===== config.mk =====
export PLATFORM = sky130hd
export DESIGN_NAME = chan_mux_rr_flat
export DESIGN_NICKNAME = d
export VERILOG_FILES = /design/src/rtl/chan_mux_rr_if.sv /design/src/rtl/chan_mux_rr.sv /design/src/flat_wrapper.sv
export SDC_FILE = /design/constraint.sdc
export NUM_CORES = 1
export LEC_CHECK = 0
export CELL_PAD_IN_SITES_DETAIL_PLACEMENT = 1
export CELL_PAD_IN_SITES_GLOBAL_PLACEMENT = 2
export CORE_MARGIN = 2
export CORE_UTILIZATION = 19
export CTS_BUF_LIST = sky130_fd_sc_hd__clkbuf_4 sky130_fd_sc_hd__clkbuf_8 sky130_fd_sc_hd__clkbuf_16
export CTS_CLUSTER_SIZE = 24
export DETAILED_ROUTE_END_ITERATION = 16
export PLACE_DENSITY = 0.8
export SYNTH_ARGS = -nofsm -noshare
export SYNTH_HDL_FRONTEND = slang
export SYNTH_SLANG_ARGS = --single-unit
export TNS_END_PERCENT = 1

===== constraint.sdc =====
create_clock -name clk -period 8.2 [get_ports clk]
set_clock_uncertainty 0.2 [all_clocks]
set_input_delay 2.46 -clock clk [delete_from_list [all_inputs] [get_ports clk]]
set_output_delay 2.46 -clock clk [all_outputs]
set_load 0.01 [all_outputs]

===== src/rtl/chan_mux_rr_if.sv =====
// rtl/chan_mux_rr_if.sv - channel-side and output-side handshake bundle for chan_mux_rr
interface chan_mux_rr_if #(
   parameter int WIDTH = 20,
   parameter int N     = 16
);
   localparam int SEL_W = $clog2(N);

   logic                 mode;
   logic [SEL_W-1:0]     select;
   logic [N-1:0]         in_valid;
   logic [N*WIDTH-1:0]   in_data;
   logic [N-1:0]         in_ready;
   logic                 out_valid;
   logic [WIDTH-1:0]     out_data;
   logic [SEL_W-1:0]     out_chan;
   logic                 out_ready;

   modport slave (
      input  mode, select, in_valid, in_data, out_ready,
      output in_ready, out_valid, out_data, out_chan
   );

   modport master (
      output mode, select, in_valid, in_data, out_ready,
      input  in_ready, out_valid, out_data, out_chan
   );
endinterface


===== src/rtl/chan_mux_rr.sv =====
// rtl/chan_mux_rr.sv - N-channel registered mux with direct select or round-robin arbitration
module chan_mux_rr #(
   parameter int WIDTH = 20,
   parameter int N     = 16
) (
   input  logic          clk,
   input  logic          rst_n,
   chan_mux_rr_if.slave  bus
);
   localparam int SEL_W = $clog2(N);

   logic [SEL_W-1:0] ptr;
   logic [WIDTH-1:0] chan_data [N];
   logic             load_en;
   logic             direct_ok;
   logic             rr_found;
   logic [SEL_W-1:0] rr_g;
   logic [SEL_W:0]   idx;
   logic             grant;
   logic [SEL_W-1:0] g;
   logic             transfer;

   for (genvar k = 0; k < N; k++) begin : g_unpack
      assign chan_data[k] = bus.in_data[k*WIDTH +: WIDTH];
   end

   // Output register can take a word when empty or being drained this cycle.
   assign load_en = !bus.out_valid || bus.out_ready;

   // Select indices at or above N (non-power-of-two N) never grant.
   assign direct_ok = ({1'b0, bus.select} < (SEL_W+1)'(N)) && bus.in_valid[bus.select];

   // Round-robin scan: first valid channel starting at ptr, wrapping at N.
   always_comb begin
      rr_found = 1'b0;
      rr_g     = '0;
      idx      = '0;
      for (int i = 0; i < N; i++) begin
         idx = {1'b0, ptr} + (SEL_W+1)'(i);
         if (idx >= (SEL_W+1)'(N)) begin
            idx = idx - (SEL_W+1)'(N);
         end
         if (!rr_found && bus.in_valid[idx[SEL_W-1:0]]) begin
            rr_found = 1'b1;
            rr_g     = idx[SEL_W-1:0];
         end
      end
   end

   // Pick the grant source according to the current mode.
   always_comb begin
      grant = 1'b0;
      g     = '0;
      if (bus.mode) begin
         grant = rr_found;
         g     = rr_g;
      end else begin
         grant = direct_ok;
         g     = bus.select;
      end
   end

   // Gating with rst_n keeps every in_ready low while reset is held.
   assign transfer     = rst_n && load_en && grant;
   assign bus.in_ready = transfer ? (N'(1) << g) : '0;

   // Output register: load on transfer, empty on idle load slot, hold under backpressure.
   always_ff @(posedge clk or negedge rst_n) begin
      if (!rst_n) begin
         bus.out_valid <= 1'b0;
         bus.out_data  <= '0;
         bus.out_chan  <= '0;
      end else if (load_en) begin
         if (grant) begin
            bus.out_valid <= 1'b1;
            bus.out_data  <= chan_data[g];
            bus.out_chan  <= g;
         end else begin
            bus.out_valid <= 1'b0;
         end
      end
   end

   // Round-robin pointer moves past the winner only on round-robin transfers.
   always_ff @(posedge clk or negedge rst_n) begin
      if (!rst_n) begin
         ptr <= '0;
      end else if (transfer && bus.mode) begin
         ptr <= ({1'b0, g} == (SEL_W+1)'(N-1)) ? '0 : g + SEL_W'(1);
      end
   end
endmodule


===== src/flat_wrapper.sv =====
// flat-port wrapper written by rule: the top's interface ports become plain ports
module chan_mux_rr_flat 
#(
   parameter int WIDTH = 20,
   parameter int N     = 16
)
  (clk, rst_n, bus_mode, bus_select, bus_in_valid, bus_in_data, bus_out_ready, bus_in_ready, bus_out_valid, bus_out_data, bus_out_chan);
  chan_mux_rr_if #(.WIDTH(WIDTH), .N(N)) bus_i ();
  input  logic clk;
  input  logic rst_n;
  input wire logic [$bits(bus_i.mode)-1:0] bus_mode;
  input wire logic [$bits(bus_i.select)-1:0] bus_select;
  input wire logic [$bits(bus_i.in_valid)-1:0] bus_in_valid;
  input wire logic [$bits(bus_i.in_data)-1:0] bus_in_data;
  input wire logic [$bits(bus_i.out_ready)-1:0] bus_out_ready;
  output wire logic [$bits(bus_i.in_ready)-1:0] bus_in_ready;
  output wire logic [$bits(bus_i.out_valid)-1:0] bus_out_valid;
  output wire logic [$bits(bus_i.out_data)-1:0] bus_out_data;
  output wire logic [$bits(bus_i.out_chan)-1:0] bus_out_chan;
  assign bus_i.mode = bus_mode;
  assign bus_i.select = bus_select;
  assign bus_i.in_valid = bus_in_valid;
  assign bus_i.in_data = bus_in_data;
  assign bus_i.out_ready = bus_out_ready;
  assign bus_in_ready = bus_i.in_ready;
  assign bus_out_valid = bus_i.out_valid;
  assign bus_out_data = bus_i.out_data;
  assign bus_out_chan = bus_i.out_chan;
  chan_mux_rr #(.WIDTH(WIDTH), .N(N)) u_core (.clk(clk), .rst_n(rst_n), .bus(bus_i));
endmodule

==> qor.csv <==
metric,value,unit
Synth Area per Inst,8.71,um^2
Routed met2 length,21.3,mm
HPWL after DPL,33.8,mm
met3 wire length,2.08,mm
Area growth syn-to-layout,83.7,%
hold buffer count at cts,0,
CORE AREA,35500,um^2
nets,1627,
CP Max Fanout,7,
worst reg2reg path depth,22,
multiplexer area fraction after synthesis,47.7,%
compound-cell area share of the yosys netlist,17.1,%
Slew headroom,25.7,%
max layer used,met5,
clock latency on the worst-skew pair,0.28,ns
post-synthesis xor/xnor area fraction,1.63,%
worst setup path start,bus_in_valid[14],
most frequent cells in the layout,"clkdlybuf4s50_1 (351), mux2i_1 (208), buf_4 (149)",
Register Area,726,um^2
Critical Path Start Type,primary input,
FILL cells,4141,
async set or reset register ratio after synthesis,100,%
final hold violation count,0,
worst slew pin tran,1.11,ns
Post-Route WL,40.7,mm
post-synth cell types,71,
Total Routing Usage GR,20.7,%
grt ovf,0,
met1 WL,16.4,mm
Max VDD drop,0.000278,V
CP required,5.54,ns
vias in the first global route,9268,
Worst Hold Class,reg -> reg,
WL per Instance,23.4,um
setup_tns,-0.00247,ns
#FFs+latches synth,29,
"EDFF count, synth",0,
global-route wire length before repair,59.2,mm
Adder-Cell Fraction of Synth Area,1.65,%
Crit Path Class,in -> out,
Detail Route Antenna Nets,0,
Max-Cap Viols,0,
Worst-path clk slew,0.05,ns
# clock sinks,29,
f_max,122,MHz
largest family of logic cells by synthesized area,multiplexers,
initial antenna violation count,8,
clk buf depth,2,
Switching Fraction,51.0,%
sw power,3150,uW
"Seq/Total Area, Yosys",10.6,%
clock share of power,3.2,%
Die Span Y,194,um
fin crit share,100,%
reg2reg setup slack,1.44,ns
area of the mapped netlist,6830,um^2
Root Driver,clkbuf_16,
Die ar.,37500,um^2
leakage,0.00525,uW
Hold Crit Depth,2,
Vias/cell,4.96,
Max H-tree Level,2,
Top Ports,385,
Syn Inst Count,784,
worst r2r src,u_core.ptr[1],
IO Port Bufs,384,
combinational share of power,92.3,%
"commonest non-fill, non-tap cell in the layout",clkdlybuf4s50_1,
post-synthesis net count,1137,
failing checks,negative setup slack,
area of the multi-input gates,6020,um^2
initial drt markers,431,
fin cells,1741,
number of cells after detailed placement,1701,
synth warn,0,
Synth Flop Type,dfrtp_1,
unrepaired setup endpoints after global routing,true,
ranking of synthesized cells by area,"mux2i_1 (30%), mux4_2 (13%), dfrtp_1 (11%), nand2_1 (4.9%), mux2_2 (4.5%)",
Cell Pwr Density,493,nW/um^2
cell taking the most area after synthesis,mux2i_1,
RR Endpoint,u_core.bus.out_data[2],
CTS tree,yes,
Reg power frac,4.5,%
total power,6190,uW
drt drc,0,
Die W,194,um
Worst setup endpoint,bus_in_ready[7],
CTS buffer count,5,
Initial Util,19.2,%
Internal,3030,uW
Simple-Gate Fraction of Synth Area,15.5,%
DR pass1 iterations,5,
# setup viols final,2,
pin count of the biggest net entering global routing,59,
Pins Over Slew Limit,0,
Period minus WS final,8.20,ns
row cnt,69,
Setup crit end kind,output port,
worst endpoint data arrival time,5.54,ns
final setup margin,-0.00131,ns
Placer Congestion,0.858,
layout cells sized above 1,26.0,%
area share of the largest cell type after synthesis,30.5,%
status,"finished, violations left",
Vias,8627,
critical path, stage by stage:
cell and delay, ns:
buf_6 0.11, mux4_2 0.52, mux4_2 0.55, nor2_4 0.18, and4_1 0.22, and3_4 0.24
buf_6 0.11, o2bb2a_2 0.21, o2111a_2 0.20, nor2_8 0.14, inv_8 0.04, ha_4 0.17
ha_4 0.15, and2_4 0.13, buf_6 0.11
cell families after synthesis:
logic type,after synthesis
compound gates,156
buf+inv,77
fa+ha+maj,9
simple gates,228
flops,29
mux,274
xor+xnor,11
flip-flops by register name (all words and copies together), names as in the netlist:
name,cells
u_core.bus.out_chan,4
u_core.bus.out_data,20
u_core.bus.out_valid,1
u_core.ptr,4
per-stage QoR:
stage	util, %	cell area (um^2)	hold slack (ns)	setup WS [ns]
4_1_cts	35.1	12400	0.287	-0.0424
3_3_place_gp	33.7	12000	0.266	-0.910
6_report	35.4	12500	0.280	-0.00131
3_5_place_dp	33.7	12000	0.273	-1.02
5_1_grt	35.4	12500	0.337	-0.0760
2_1_floorplan	-	6920	0.315	-0.0698
per-layer routing:
metal,GRT usage (%),vias up
met5,0,-
met4,5.48,6
met3,3.75,44
met2,38.5,286
met1,24.3,4268
li1,-,4023
Yosys cell counts, types with 8 or more instances:
cell type  count
a21oi_1       19
a221oi_1      17
a2bb2oi_1     14
and2_1         8
and3_1         9
buf_2         23
buf_4         13
clkbuf_1      14
dfrtp_1       29
ha_1           9
inv_1         16
mux2_2        27
mux2i_1      208
mux4_2        38
nand2_1       89
nand2b_1       8
nand3_1       36
nor2_1        53
o211ai_1      12
o21ai_0       19
o21ai_1       14
power by group through the flow:
stage	Combinational (uW)	Sequential, uW	Clock, uW
3_3_place_gp	5270	272	0
2_1_floorplan	3150	284	0
5_1_grt	6100	286	211
3_5_place_dp	5290	277	0
6_report	5710	276	199
4_1_cts	5630	275	205
timing repair:
action	4_1_cts	5_1_grt
gates resized for setup	199	24
endpoints found under the hold margin	0	0
pin swaps	25	21
setup endpoints to repair	19	16
setup buffers	24	3
worst min path at each step:
stage	start	end	slack [ns]
2_1_floorplan	u_core.bus.out_chan[3]	u_core.bus.out_chan[3]	0.31
3_3_place_gp	u_core.bus.out_chan[1]	u_core.bus.out_chan[1]	0.27
3_5_place_dp	u_core.bus.out_chan[3]	u_core.bus.out_chan[3]	0.27
4_1_cts	u_core.bus.out_chan[3]	u_core.bus.out_chan[3]	0.29
5_1_grt	u_core.bus.out_chan[3]	u_core.bus.out_chan[3]	0.34
6_report	u_core.bus.out_chan[3]	u_core.bus.out_chan[3]	0.28
cell type report:
type                            instances  share of cell area [%]
Timing Repair Buffer                  540                    39.6
Sequential cell                        29                    5.78
Antenna cell                            5                  0.0997
Clock buffer                            7                    1.22
Inverter                               20                   0.678
Tap cell                              461                    4.60
Clock inverter                          1                  0.0399
Multi-Input combinational cell        678                    48.0
No activity file was read; power rests on OpenSTA's default activity.
==> RTL change: new RTL, config.mk and constraints unchanged <==
`N` is set to 16 in 3 places; all go to 8.
--- a/src/rtl/chan_mux_rr_if.sv
+++ b/src/rtl/chan_mux_rr_if.sv
@@ -2,5 +2,5 @@
 interface chan_mux_rr_if #(
    parameter int WIDTH = 20,
-   parameter int N     = 16
+   parameter int N     = 8
 );
    localparam int SEL_W = $clog2(N);
--- a/src/rtl/chan_mux_rr.sv
+++ b/src/rtl/chan_mux_rr.sv
@@ -2,5 +2,5 @@
 module chan_mux_rr #(
    parameter int WIDTH = 20,
-   parameter int N     = 16
+   parameter int N     = 8
 ) (
    input  logic          clk,
--- a/src/flat_wrapper.sv
+++ b/src/flat_wrapper.sv
@@ -3,5 +3,5 @@
 #(
    parameter int WIDTH = 20,
-   parameter int N     = 16
+   parameter int N     = 8
 )
   (clk, rst_n, bus_mode, bus_select, bus_in_valid, bus_in_data, bus_out_ready, bus_in_ready, bus_out_valid, bus_out_data, bus_out_chan);
Interface: changed (5 resized); port bits go from 385 to 207. The function was not compared with the original's and may differ.
==> RTL change against the unedited design <==
  * Wire length down 59%
  * Largest cell class unchanged
  * Synthesized cell count down 50%
  * Synthesized area down 47%
  * Final area down 51%
  * Critical path type unchanged
  * Maximum frequency up 1.6%
  * Total power down 67%
  * Sequential cell count down 2
  * Worst setup slack better by 0.13 ns
==> RTL change: results (changes against the unedited design) <==
number of levels in the clock H-tree 1 (-1); Post-CTS Setup Repair Bufs 1 (-96%); maximum buffer depth of the clock tree 2 (unchanged); dpl hpwl 13.71 mm (-59%); clock latency at the later pin of the worst-skew pair 0.27 ns; I/O Buffers 206 (-46%); mux cell area share after synthesis 0.3372 (-0.1394); peak fanout along the critical path 8 (+1); worst min path class register to register; post-layout net count 779 (-52%); number of library cell types mapped by synthesis 53 (-25%); share of synthesized area occupied by flip-flops and latches 0.1864 (+0.08015); area of placed instances 0.006050 mm² (-49%); routability cong. 0.8270 (-3.6%); fraction of layout cells with a size suffix above 1 0.1797 (-0.08069); share of the synthesized netlist area taken by xor and xnor gates 0.01208 (-0.004222); largest registers u_core.bus.out_data x20, u_core.bus.out_chan x3, u_core.ptr x3; initial DRC count 162 (-62%); Overall Global Routing Usage 0.1609 (-0.04660); grt total ovfl 0 (unchanged); post-CTS clock slew at the launch and capture registers of the worst setup and hold paths 0.07 ns (+0.02 ns); total wire length after detailed routing 16.72 mm (-59%); synth cell count leaders sky130_fd_sc_hd__nand2_1 (57), sky130_fd_sc_hd__mux2_1 (37), sky130_fd_sc_hd__nor2_1 (36); first-pass GRT wire length 25.24 mm (-57%); mean instance size in the synthesized netlist 9.270 µm² (+6.4%); adder and majority gate portion of the synthesized area 0.006904 (-0.009583); area used by sequential logic in the layout 675.6 µm² (-6.9%); total via count after detailed routing 4105 (-52%); headroom to the max-slew limit 0.4206 (+0.1633); Leak 2.361 nW (-55%); number of instances in the placed design 830 (-51%); largest voltage drop on the vdd net 0.1090 mV (-61%); top post-synthesis cells by area sky130_fd_sc_hd__dfrtp_1 (19%), sky130_fd_sc_hd__mux2_1 (11%), sky130_fd_sc_hd__mux4_2 (9.3%); cts bufs inserted 3 (-2); total of fill cells in the finished design 2149 (-48%); antenna diode instance count 0 (-5); drt first pass iters 4 (-1); final cell count without fillers 835 (-52%); number of global-route vias before repair 4496 (-51%); most used flip-flop cell after synthesis sky130_fd_sc_hd__dfrtp_1; count of yosys warnings during synthesis 0 (unchanged); pin count of the biggest net entering global routing 42 (-29%); quantity of gates resized following cts 11 (-94%); pre-CTS setup slack -0.1963 ns (+0.8272 ns); net count after synthesis 568 (-50%); outcome finished, final reports clean; data arrival time at the worst-slack endpoint 5.42 ns (-0.12 ns); antenna violations before repair 0 (-8); compound-gate portion of the synthesized area 0.2634 (+0.09228); CTS Root Buffer Type sky130_fd_sc_hd__clkbuf_16
## RTL change: changes by cell type after synthesis, moves of 16 or more
cell / before / now
sky130_fd_sc_hd__nand3_1: 36 / 6
sky130_fd_sc_hd__nor2_1: 53 / 36
sky130_fd_sc_hd__a211oi_2: 0 / 20
sky130_fd_sc_hd__a221oi_1: 17 / 1
sky130_fd_sc_hd__mux4_2: 38 / 15
sky130_fd_sc_hd__nand2_1: 89 / 57
sky130_fd_sc_hd__mux2i_1: 208 / 31
sky130_fd_sc_hd__mux2_1: 0 / 37
sky130_fd_sc_hd__a32o_1: 0 / 20
## RTL change: final timing paths
| kind | startpoint | end | slack, ns | cells after the start |
|---|---|---|---|---|
| min in group asynchronous | rst_n | u_core.ptr[2]$_DFFE_PN0P_ | 1.85 | 1 |
| worst max register to register | u_core.ptr[1]$_DFFE_PN0P_ | u_core.bus.out_data[17]$_DFFE_PN0P_ | 3.18 | 13 |
| worst min-delay path | u_core.bus.out_chan[2]$_DFFE_PN0P_ | u_core.bus.out_chan[2]$_DFFE_PN0P_ | 0.32 | 1 |
| max in group asynchronous | rst_n | u_core.bus.out_data[10]$_DFFE_PN0P_ | 5.34 | 2 |
| worst min register to register | u_core.bus.out_chan[2]$_DFFE_PN0P_ | u_core.bus.out_chan[2]$_DFFE_PN0P_ | 0.32 | 1 |
| worst max-delay path | bus_in_valid[2] | bus_in_ready[6] | 0.12 | 10 |
## RTL change: cell families (layout without fill, tap and decap cells)
logic type / after synthesis / after routing
and+or+nand+nor: 112 / 112
muxes: 97 / 97
AOI/OAI and AO/OA: 105 / 105
adders and majority gates: 2 / 2
xor gates and xnor gates: 5 / 5
buffers and inverters: 43 / 253
DFF: 27 / 27
## RTL change: critical path, cell delays in order
cell                              delay, ns
sky130_fd_sc_hd__dlygate4sd2_1         0.33
sky130_fd_sc_hd__mux4_2                0.55
sky130_fd_sc_hd__buf_4                 0.17
sky130_fd_sc_hd__mux2_2                0.28
sky130_fd_sc_hd__o311ai_1              0.30
sky130_fd_sc_hd__o2111ai_1             0.18
sky130_fd_sc_hd__a41oi_2               0.37
sky130_fd_sc_hd__nand2_2               0.12
sky130_fd_sc_hd__nor2_1                0.12
sky130_fd_sc_hd__clkdlybuf4s50_1       0.54
## RTL change: power breakdown
group	switching [mW]	leakage, nW	internal, mW
combinational	0.871	2.02	0.823
clock	0.0526	0.0416	0.0702
sequential	0.0495	0.301	0.199
## RTL change: layer usage
layer	wire, µm	GRT usage
met1	6828	0.1959
met2	8628	0.2944
met3	1021	0.02995
met4	239	0.03368
met5	0	0
## RTL change: area by class of cell
cell class | instances | share of cell area
tap | 234 | 0.04748
inverter | 8 | 0.004870
clock buffer | 4 | 0.01339
multi-input combinational | 321 | 0.4495
timing repair buffer | 241 | 0.3752
sequential | 27 | 0.1096
